[src/rtl/layer_sched.sv]
// layer_sched: descriptor FIFO feeding a check/issue/wait scheduler for convolution layers.
// Optional feature macro LAYER_SCHED_CHAIN_EN: chained layers read the previous layer's output address.
`ifndef ADDR_WIDTH
`define ADDR_WIDTH 32
`endif
`ifndef XLEN
`define XLEN 32
`endif

module layer_sched #(
   parameter int unsigned DEPTH      = 4,
   parameter int unsigned ADDR_WIDTH = `ADDR_WIDTH,
   parameter int unsigned DATA_WIDTH = `XLEN
) (
   input  logic                  clk,
   input  logic                  rst_n,
   input  logic                  push_valid,
   output logic                  push_ready,
   input  logic [ADDR_WIDTH-1:0] push_feature_baseaddr,
   input  logic [ADDR_WIDTH-1:0] push_kernel_baseaddr,
   input  logic [ADDR_WIDTH-1:0] push_output_baseaddr,
   input  logic [DATA_WIDTH-1:0] push_feature_width,
   input  logic [DATA_WIDTH-1:0] push_feature_height,
   input  logic [DATA_WIDTH-1:0] push_feature_chin,
   input  logic [DATA_WIDTH-1:0] push_feature_chout,
   input  logic [DATA_WIDTH-1:0] push_kernel_sizeh,
   input  logic [DATA_WIDTH-1:0] push_kernel_sizew,
   input  logic [DATA_WIDTH-1:0] push_stride,
   input  logic                  push_has_bias,
   input  logic                  push_has_relu,
   input  logic                  push_chain,
   input  logic                  start,
   output logic                  busy,
   output logic                  done,
   output logic                  err,
   output logic [7:0]            layers_done,
   output logic [ADDR_WIDTH-1:0] feature_baseaddr,
   output logic [ADDR_WIDTH-1:0] kernel_baseaddr,
   output logic [ADDR_WIDTH-1:0] output_baseaddr,
   output logic [DATA_WIDTH-1:0] feature_width,
   output logic [DATA_WIDTH-1:0] feature_height,
   output logic [DATA_WIDTH-1:0] feature_chin,
   output logic [DATA_WIDTH-1:0] feature_chout,
   output logic [DATA_WIDTH-1:0] kernel_sizeh,
   output logic [DATA_WIDTH-1:0] kernel_sizew,
   output logic [DATA_WIDTH-1:0] stride,
   output logic [DATA_WIDTH-1:0] output_width,
   output logic [DATA_WIDTH-1:0] output_height,
   output logic                  has_bias,
   output logic                  has_relu,
   output logic                  csrcmd_valid,
   input  logic                  instgen_ready,
   input  logic                  conv_complete
);
   localparam int unsigned PW = (DEPTH > 1) ? $clog2(DEPTH) : 1;
   localparam int unsigned CW = $clog2(DEPTH + 1);

   typedef struct packed {
      logic [ADDR_WIDTH-1:0] fa, ka, oa;
      logic [DATA_WIDTH-1:0] fw, fh, ci, co, kh, kw, st;
      logic                  bias, relu, chain;
   } desc_t;

   typedef struct packed {
      logic [ADDR_WIDTH-1:0] fa, ka, oa;
      logic [DATA_WIDTH-1:0] fw, fh, ci, co, kh, kw, st, ow, oh;
      logic                  bias, relu;
   } cmd_t;

   typedef enum logic [2:0] {S_IDLE, S_CHECK, S_ISSUE, S_WAIT, S_DONE} state_t;

   state_t          state_q, state_d;
   desc_t           mem_q [DEPTH];
   desc_t           wr_desc, head;
   cmd_t            cmd_q, cmd_d;
   logic [PW-1:0]   wr_ptr_q, rd_ptr_q;
   logic [CW-1:0]   count_q, count_d;
   logic            push_ready_q, busy_q, done_q, err_q, valid_q;
   logic [7:0]      layers_q;
   logic            push_fire, pop, load, err_set, run_start, cc_hit, head_ok;
   logic [DATA_WIDTH-1:0] feat_sel;

   assign wr_desc = '{fa: push_feature_baseaddr, ka: push_kernel_baseaddr, oa: push_output_baseaddr,
                      fw: push_feature_width, fh: push_feature_height, ci: push_feature_chin,
                      co: push_feature_chout, kh: push_kernel_sizeh, kw: push_kernel_sizew,
                      st: push_stride, bias: push_has_bias, relu: push_has_relu, chain: push_chain};
   assign head      = mem_q[rd_ptr_q];
   assign push_fire = push_valid && push_ready_q;
   assign count_d   = count_q + CW'(push_fire) - CW'(pop);
   assign head_ok   = (head.st == DATA_WIDTH'(1) || head.st == DATA_WIDTH'(2)) &&
                      (head.kw <= head.fw) && (head.kh <= head.fh);

`ifdef LAYER_SCHED_CHAIN_EN
   // Chaining only applies after the first issued layer of the current run.
   logic                  first_q;
   logic [ADDR_WIDTH-1:0] prev_out_q;
   assign feat_sel = (head.chain && !first_q) ? prev_out_q : head.fa;
   always_ff @(posedge clk or negedge rst_n) begin
      if (!rst_n) begin
         first_q    <= 1'b1;
         prev_out_q <= '0;
      end else if (run_start) begin
         first_q    <= 1'b1;
      end else if (load) begin
         first_q    <= 1'b0;
         prev_out_q <= head.oa;
      end
   end
`else
   logic unused_chain;
   assign unused_chain = head.chain;
   assign feat_sel     = head.fa;
`endif

   always_comb begin
      cmd_d    = cmd_q;
      cmd_d.fa = feat_sel;
      cmd_d.ka = head.ka;   cmd_d.oa = head.oa;
      cmd_d.fw = head.fw;   cmd_d.fh = head.fh;
      cmd_d.ci = head.ci;   cmd_d.co = head.co;
      cmd_d.kh = head.kh;   cmd_d.kw = head.kw;
      cmd_d.st = head.st;
      cmd_d.ow = ((head.fw - head.kw) >> (head.st == DATA_WIDTH'(2))) + DATA_WIDTH'(1);
      cmd_d.oh = ((head.fh - head.kh) >> (head.st == DATA_WIDTH'(2))) + DATA_WIDTH'(1);
      cmd_d.bias = head.bias;
      cmd_d.relu = head.relu;
   end

   // Next-state logic; emptiness is judged after this cycle's push/pop.
   always_comb begin
      state_d = state_q;
      unique case (state_q)
         S_IDLE:  if (start) state_d = (count_q != '0) ? S_CHECK : S_DONE;
         S_CHECK: if (head_ok) state_d = S_ISSUE;
                  else         state_d = (count_d != '0) ? S_CHECK : S_DONE;
         S_ISSUE: if (valid_q && instgen_ready) state_d = S_WAIT;
         S_WAIT:  if (conv_complete) state_d = (count_d != '0) ? S_CHECK : S_DONE;
         S_DONE:  state_d = S_IDLE;
         default: state_d = S_IDLE;
      endcase
   end

   always_comb begin
      run_start = 1'b0;
      load      = 1'b0;
      pop       = 1'b0;
      err_set   = 1'b0;
      cc_hit    = 1'b0;
      unique case (state_q)
         S_IDLE:  run_start = start;
         S_CHECK: if (head_ok) load = 1'b1;
                  else begin pop = 1'b1; err_set = 1'b1; end
         S_ISSUE: pop = valid_q && instgen_ready;
         S_WAIT:  cc_hit = conv_complete;
         default: ;
      endcase
   end

   always_ff @(posedge clk) begin
      if (push_fire) mem_q[wr_ptr_q] <= wr_desc;
   end

   // csrcmd_valid rises one cycle after the command registers load, so they are settled first.
   always_ff @(posedge clk or negedge rst_n) begin
      if (!rst_n) begin
         state_q      <= S_IDLE;
         wr_ptr_q     <= '0;
         rd_ptr_q     <= '0;
         count_q      <= '0;
         push_ready_q <= 1'b1;
         busy_q       <= 1'b0;
         done_q       <= 1'b0;
         err_q        <= 1'b0;
         valid_q      <= 1'b0;
         layers_q     <= '0;
         cmd_q        <= '0;
      end else begin
         state_q      <= state_d;
         count_q      <= count_d;
         push_ready_q <= (count_d != CW'(DEPTH));
         busy_q       <= (state_d != S_IDLE);
         done_q       <= (state_d == S_DONE);
         valid_q      <= (state_q == S_ISSUE) && !(valid_q && instgen_ready);
         if (push_fire) wr_ptr_q <= wr_ptr_q + PW'(1);
         if (pop)       rd_ptr_q <= rd_ptr_q + PW'(1);
         if (load)      cmd_q    <= cmd_d;
         if (run_start)    err_q <= 1'b0;
         else if (err_set) err_q <= 1'b1;
         if (run_start)                           layers_q <= '0;
         else if (cc_hit && layers_q != 8'hFF)    layers_q <= layers_q + 8'd1;
      end
   end

   assign push_ready       = push_ready_q;
   assign busy             = busy_q;
   assign done             = done_q;
   assign err              = err_q;
   assign layers_done      = layers_q;
   assign csrcmd_valid     = valid_q;
   assign feature_baseaddr = cmd_q.fa;
   assign kernel_baseaddr  = cmd_q.ka;
   assign output_baseaddr  = cmd_q.oa;
   assign feature_width    = cmd_q.fw;
   assign feature_height   = cmd_q.fh;
   assign feature_chin     = cmd_q.ci;
   assign feature_chout    = cmd_q.co;
   assign kernel_sizeh     = cmd_q.kh;
   assign kernel_sizew     = cmd_q.kw;
   assign stride           = cmd_q.st;
   assign output_width     = cmd_q.ow;
   assign output_height    = cmd_q.oh;
   assign has_bias         = cmd_q.bias;
   assign has_relu         = cmd_q.relu;
endmodule

[config.mk]
export PLATFORM = sky130hd
export DESIGN_NAME = layer_sched
export DESIGN_NICKNAME = d
export VERILOG_FILES = /design/src/rtl/layer_sched.sv
export SDC_FILE = /design/constraint.sdc
export NUM_CORES = 2
export LEC_CHECK = 0
export ABC_AREA = 1
export ABC_CLOCK_PERIOD_IN_PS = 38600
export CAP_MARGIN = 20
export CORE_MARGIN = 2
export CORE_UTILIZATION = 51
export DETAILED_ROUTE_END_ITERATION = 6
export HOLD_SLACK_MARGIN = 0.1
export PLACE_DENSITY = 0.83
export SETUP_SLACK_MARGIN = 0.2
export SLEW_MARGIN = 20
export SYNTH_ARGS = -nofsm -noshare
export SYNTH_HDL_FRONTEND = slang
export SYNTH_SLANG_ARGS = --single-unit
[constraint.sdc]
create_clock -name clk -period 38.6 [get_ports clk]
set_clock_uncertainty 0.2 [all_clocks]
set_input_delay 5.79 -clock clk [delete_from_list [all_inputs] [get_ports clk]]
set_output_delay 5.79 -clock clk [all_outputs]
set_load 0.02 [all_outputs]
* Yosys cells after proc, flatten, opt, wreduce, memory -nomap -nowiden
Memory sizes are Yosys's and may differ from the RTL's.
Cells that the tools add are included.
** Word-level totals
- Register bits :: 409
- RAM bits :: 1292
- Bits of input ports :: 329
- Output and inout port bits :: 399
- Word-level logic and storage cells :: 80
- Memories kept :: 1
** Cells by class
- Add/subtract/negate cells :: 9
- Magnitude comparators :: 2
- Eq/ne operators :: 8
- Shifts and indexed selects :: 2
- Multiplexer cells :: 20
- Reduce and logical (&&, ||, !) cells :: 14
** Memories
- mem_q :: depth 4, bits a word 323, read ports 1, clocked after memory_dff 0, wr ports 1, RTL line 73 : desc_t mem_q [DEPTH];
** Operators by type and width (number)
- $add 32x1->32 const B :: 2
- $le 32x32->1 :: 2
- $shr 32x1->32 :: 2
- $sub 32x32->32 :: 2
- $eq 32x1->1 const B :: 1
- $eq 32x2->1 const B :: 1
- $mux 3 :: 6
- $mux 8 :: 2
- $pmux 3 s4 :: 1
- $mux 1 :: 10
- $reduce_bool 3->1 :: 3
- $add 8x1->8 const B :: 1
- $ne 8x8->1 const B :: 1
- $eq 3x2->1 const B :: 2
- $logic_and 1x1->1 :: 6
- $add 2x1->2 const B :: 2
- $reduce_bool 2->1 :: 2
- $add 3x1->3 :: 1
- $eq 3x1->1 const B :: 1
- $eq 3x3->1 const B :: 1
- $logic_not 3->1 :: 1
- $ne 3x3->1 const B :: 1
- $sub 3x1->3 :: 1
- $pmux 1 s2 :: 1
- other kinds (2) :: 2

* Depth between registers and ports, before layout
An unclocked memory read counts as a cell.
- Depth after elaboration :: 13
- Depth in mapped cells :: 36

* Least setup slack after synthesis
No wires, ideal clock.
- Kind :: input to register
- Start :: input push_valid
- End :: memory mem_q[0][100] (netlist bit) (enable)
- Library setup time :: 1.014 ns
- Data arrival time :: 19.306 ns
- Setup slack :: 18.081 ns
- Stages on the path :: 2
- Cells stage by stage :: nand2_1 > nor2_1
** Between the ends
- Longest elaborated chain between the ends :: 3
** Ends and longest elaborated chain
- start, declared :: RTL line 17 : input logic push_valid,
- $logic_and 1x1->1 :: RTL line 88 : assign push_fire = push_valid && push_ready_q;
- $mux 1 :: RTL line 160 : if (push_fire) mem_q[wr_ptr_q] <= wr_desc;
- $mux 1 (not written as such) :: RTL line 160
- end, declared :: RTL line 73
No other way between the ends.

* Final worst setup path
- Start :: input push_valid
- End :: memory mem_q[2][278] (netlist bit) (enable)
Same word-level chain as after synthesis.

==> flow_summary.rst <==
.. list-table::
   :header-rows: 1

   * - Metric
     - Value
   * - Average wire per standard cell
     - 21.48 µm
   * - Quantity of hold-fixing buffers added after cts
     - 0
   * - Setup-failing EPs final
     - 0
   * - Max reg flops
     - 1288
   * - First element of the critical path
     - push_valid
   * - First-pass iteration count of the detailed router
     - 6
   * - Antenna violation net count after detailed routing
     - 0
   * - Post-synthesis net count
     - 6965
   * - Library cells used by synthesis
     - 39
   * - Number of synthesis warnings
     - 0
   * - Max_cap viols
     - 0
   * - Ratio of cells with drive above 1 in the final layout
     - 4.971%
   * - Setup repair bufs after CTS
     - 0
   * - Top-level port count
     - 728
   * - Crit path arrival time
     - 9980 ps
   * - Largest net degree at the start of global routing
     - 210
   * - Critical path data required time
     - 38800 ps
   * - Synth Flop Type
     - sky130_fd_sc_hd__edfxtp_1
   * - Area growth, synth to finish
     - 20.35%
   * - Longest individual stage delay on the worst path
     - 900 ps
   * - R2r startpoint
     - rd_ptr_q[0]
   * - Main area contributors after synthesis
     - sky130_fd_sc_hd__edfxtp_1 (54%), sky130_fd_sc_hd__dfrtp_1 (14%), sky130_fd_sc_hd__nand2_1 (13%)
   * - Highest-delay cell along the critical path
     - sky130_fd_sc_hd__buf_4
   * - Worst min-delay path category
     - flip-flop to flip-flop
   * - Iteration-0 DRC count of the detailed router
     - 5011
   * - Final hold violation count
     - 0
   * - Area leader, netlist
     - sky130_fd_sc_hd__edfxtp_1
   * - Number of clock sinks
     - 1697
   * - Clock Latency Late Sink
     - 810 ps
   * - Routed Wire Length
     - 198800 µm
   * - Result of the run
     - complete, no violations
   * - Average instance area after synthesis
     - 10.88 µm²
   * - Gates resized, CTS repair
     - 0
   * - Number of global-route vias before repair
     - 49667
   * - Clock buffer count from CTS
     - 169
   * - Transition at the pin with the smallest max-transition slack
     - 1104 ps
   * - Setup Crit Path Kind
     - input pin to flip-flop
   * - Max-slew headroom
     - 26.37%
   * - Cell count after synthesis
     - 6560
   * - Clk slew on worst S/H paths
     - 60 ps
   * - Setup repair after global routing missed its margin
     - no
   * - Maximum clock frequency
     - 102.2 MHz
   * - Hold slack
     - 262.5 ps
   * - Detailed Place HPWL
     - 130200 µm
   * - Horiz. Die Dim
     - 378.0 µm
   * - Crit start category
     - input pin
   * - Overall global routing resource usage
     - 27.26%
   * - Number of antenna violations at the first check in global routing
     - 58
   * - Initial cell density of the core
     - 51.26%
   * - Final Critical Period
     - 9782 ps
   * - Total die area
     - 142900 µm²
   * - Origin of the worst min-delay path
     - stride[24]
   * - Vias per Instance
     - 5.609
   * - Vias after detailed routing
     - 51924
   * - Biggest register
     - mem_q
   * - Core Rows
     - 137
   * - Maximum fanout along the worst path
     - 66
   * - Sort of element at the end of the critical path
     - flip-flop
   * - Pwr dens
     - 89.30 nW/µm²
   * - Final Cycle Share
     - 25.34%
   * - CTS tree
     - built
   * - Most frequent cell after synthesis
     - sky130_fd_sc_hd__nand2_1
   * - Share of async-settable or async-resettable flops after synthesis
     - 24.10%
   * - Total overflow reported by the global router
     - 0
   * - Leak Pwr
     - 34.14 nW
   * - FF+latch count, synth
     - 1697
   * - Post-Route Setup TNS
     - 0 ps
   * - Final GP Congestion
     - 0.9709
   * - Top cell type's share of synthesized area
     - 54.21%
   * - Area of the placeable core
     - 139200 µm²
   * - Wire length of the first global-routing pass
     - 295700 µm
   * - Library cell used as clock root buffer
     - sky130_fd_sc_hd__clkbuf_16
   * - DRC violation count after routing
     - 0
   * - Top cell types by occurrence after synthesis
     - sky130_fd_sc_hd__nand2_1 (2388), sky130_fd_sc_hd__edfxtp_1 (1288), sky130_fd_sc_hd__dfrtp_1 (408)
   * - CP Cell Sequence
     - clkdlybuf4s50_1, nand2_1, nor2_4, buf_4, buf_4, buf_4
   * - Number of synthesized flops with an enable pin
     - 1288
   * - Cell repeated most along the worst path
     - sky130_fd_sc_hd__buf_4
   * - Maximum count of clock buffers along a single path
     - 3
   * - Post-synthesis instance area
     - 71350 µm²
   * - Post-synthesis sequential area ratio
     - 68.55%
   * - Die span in y
     - 378.0 µm
   * - Number of slew-limit violations in the final report
     - 0
   * - Number of buffer cells added on primary ports
     - 726
   * - Worst VDD drop
     - 0.06473 mV
   * - Count of nets after finishing
     - 7602
   * - Number of levels the H-tree was split into
     - 4
cells by family (layout without fill, tap and decap cells):
logic type | Yosys count | count (layout) | share of synthesized area, %
buffers and inverters | 711 | 1493 | 3.975
adders and majority gates | 76 | 76 | 1.364
xor gates and xnor gates | 55 | 55 | 0.6751
and+or+nand+nor | 3033 | 3033 | 16.76
other | 0 | 39 | 0
AOI/OAI and AO/OA | 988 | 988 | 8.670
DFF | 1697 | 1697 | 68.55
layout make-up:
cell class                 count  area (µm²)
tap                         1876        2347
inverter                     395        1515
timing repair buffer         782        7774
clock buffer                 246        4786
fill                       10491       53320
clock inverter                70       779.5
antenna                       39       97.59
sequential                  1697       48920
multi-input combinational   4152       19650
power by group:
part,switching (mW),leakage [nW],internal [mW]
Sequential,0.0792,17.5,2.26
Clock,0.696,2.70,0.935
Combinational,2.65,14.0,1.05
path summary, 6_finish.rpt:
| kind | depth (start not counted) | to | slack (ps) |
|---|---|---|---|
| max reg2reg | 21 | kernel_baseaddr[17] | 29970 |
| min | 2 | stride[24] | 260 |
| max in group asynchronous | 4 | feature_baseaddr[18] | 30670 |
| max | 6 | mem_q[2][278] | 28820 |
| min reg2reg | 2 | stride[24] | 260 |
| min in group asynchronous | 1 | kernel_sizew[26] | 4770 |
worst max-delay path: cells and delay by family:
family / cells / cell delay [ps]
AND/OR/NAND/NOR: 2 / 970
buffers and inverters: 4 / 3040
through the flow:
| stage | power, mW | instance area [µm²] | util (%) | instances | worst slack [ps] |
|---|---|---|---|---|---|
| finish | 7.668 | 85870 | 61.69 | 9257 | 28820 |
| global route | 8.170 | 85840 | 61.67 | 9244 | 28680 |
| CTS | 7.626 | 85710 | 61.58 | 9216 | 28890 |
| detailed placement | 5.986 | 80150 | 57.58 | 8900 | 28020 |
| global placement | 5.907 | 80150 | 57.58 | 8900 | 28050 |
| floorplan | 4.980 | 71350 | - | 6560 | 18080 |
per-layer routing:
layer,track usage [%],vias up,wire (µm)
met3,7.753,453,19920
met5,0,-,300
met4,11.70,46,8167
li1,-,23834,-
met1,35.32,25218,77320
met2,43.09,2373,93090
cells in the final DEF, fill, tap and decap left out, types with 20 or more instances in the layout:
| cell | count |
|---|---|
| sky130_fd_sc_hd__clkbuf_8 | 20 |
| sky130_fd_sc_hd__nor2_1 | 308 |
| sky130_fd_sc_hd__o21ai_1 | 30 |
| sky130_fd_sc_hd__a21oi_1 | 271 |
| sky130_fd_sc_hd__nor2_2 | 26 |
| sky130_fd_sc_hd__diode_2 | 39 |
| sky130_fd_sc_hd__clkbuf_1 | 53 |
| sky130_fd_sc_hd__nand4_1 | 38 |
| sky130_fd_sc_hd__ha_1 | 73 |
| sky130_fd_sc_hd__nand3_1 | 230 |
| sky130_fd_sc_hd__nand2_1 | 2388 |
| sky130_fd_sc_hd__dfrtp_1 | 406 |
| sky130_fd_sc_hd__o22ai_1 | 64 |
| sky130_fd_sc_hd__inv_1 | 388 |
| sky130_fd_sc_hd__xor2_1 | 43 |
| sky130_fd_sc_hd__a32o_1 | 226 |
| sky130_fd_sc_hd__edfxtp_1 | 1288 |
| sky130_fd_sc_hd__clkdlybuf4s50_1 | 725 |
| sky130_fd_sc_hd__clkinv_2 | 22 |
| sky130_fd_sc_hd__o21ai_0 | 387 |
| sky130_fd_sc_hd__buf_4 | 50 |
| sky130_fd_sc_hd__clkbuf_16 | 172 |
(Power assumes the default switching activity.)
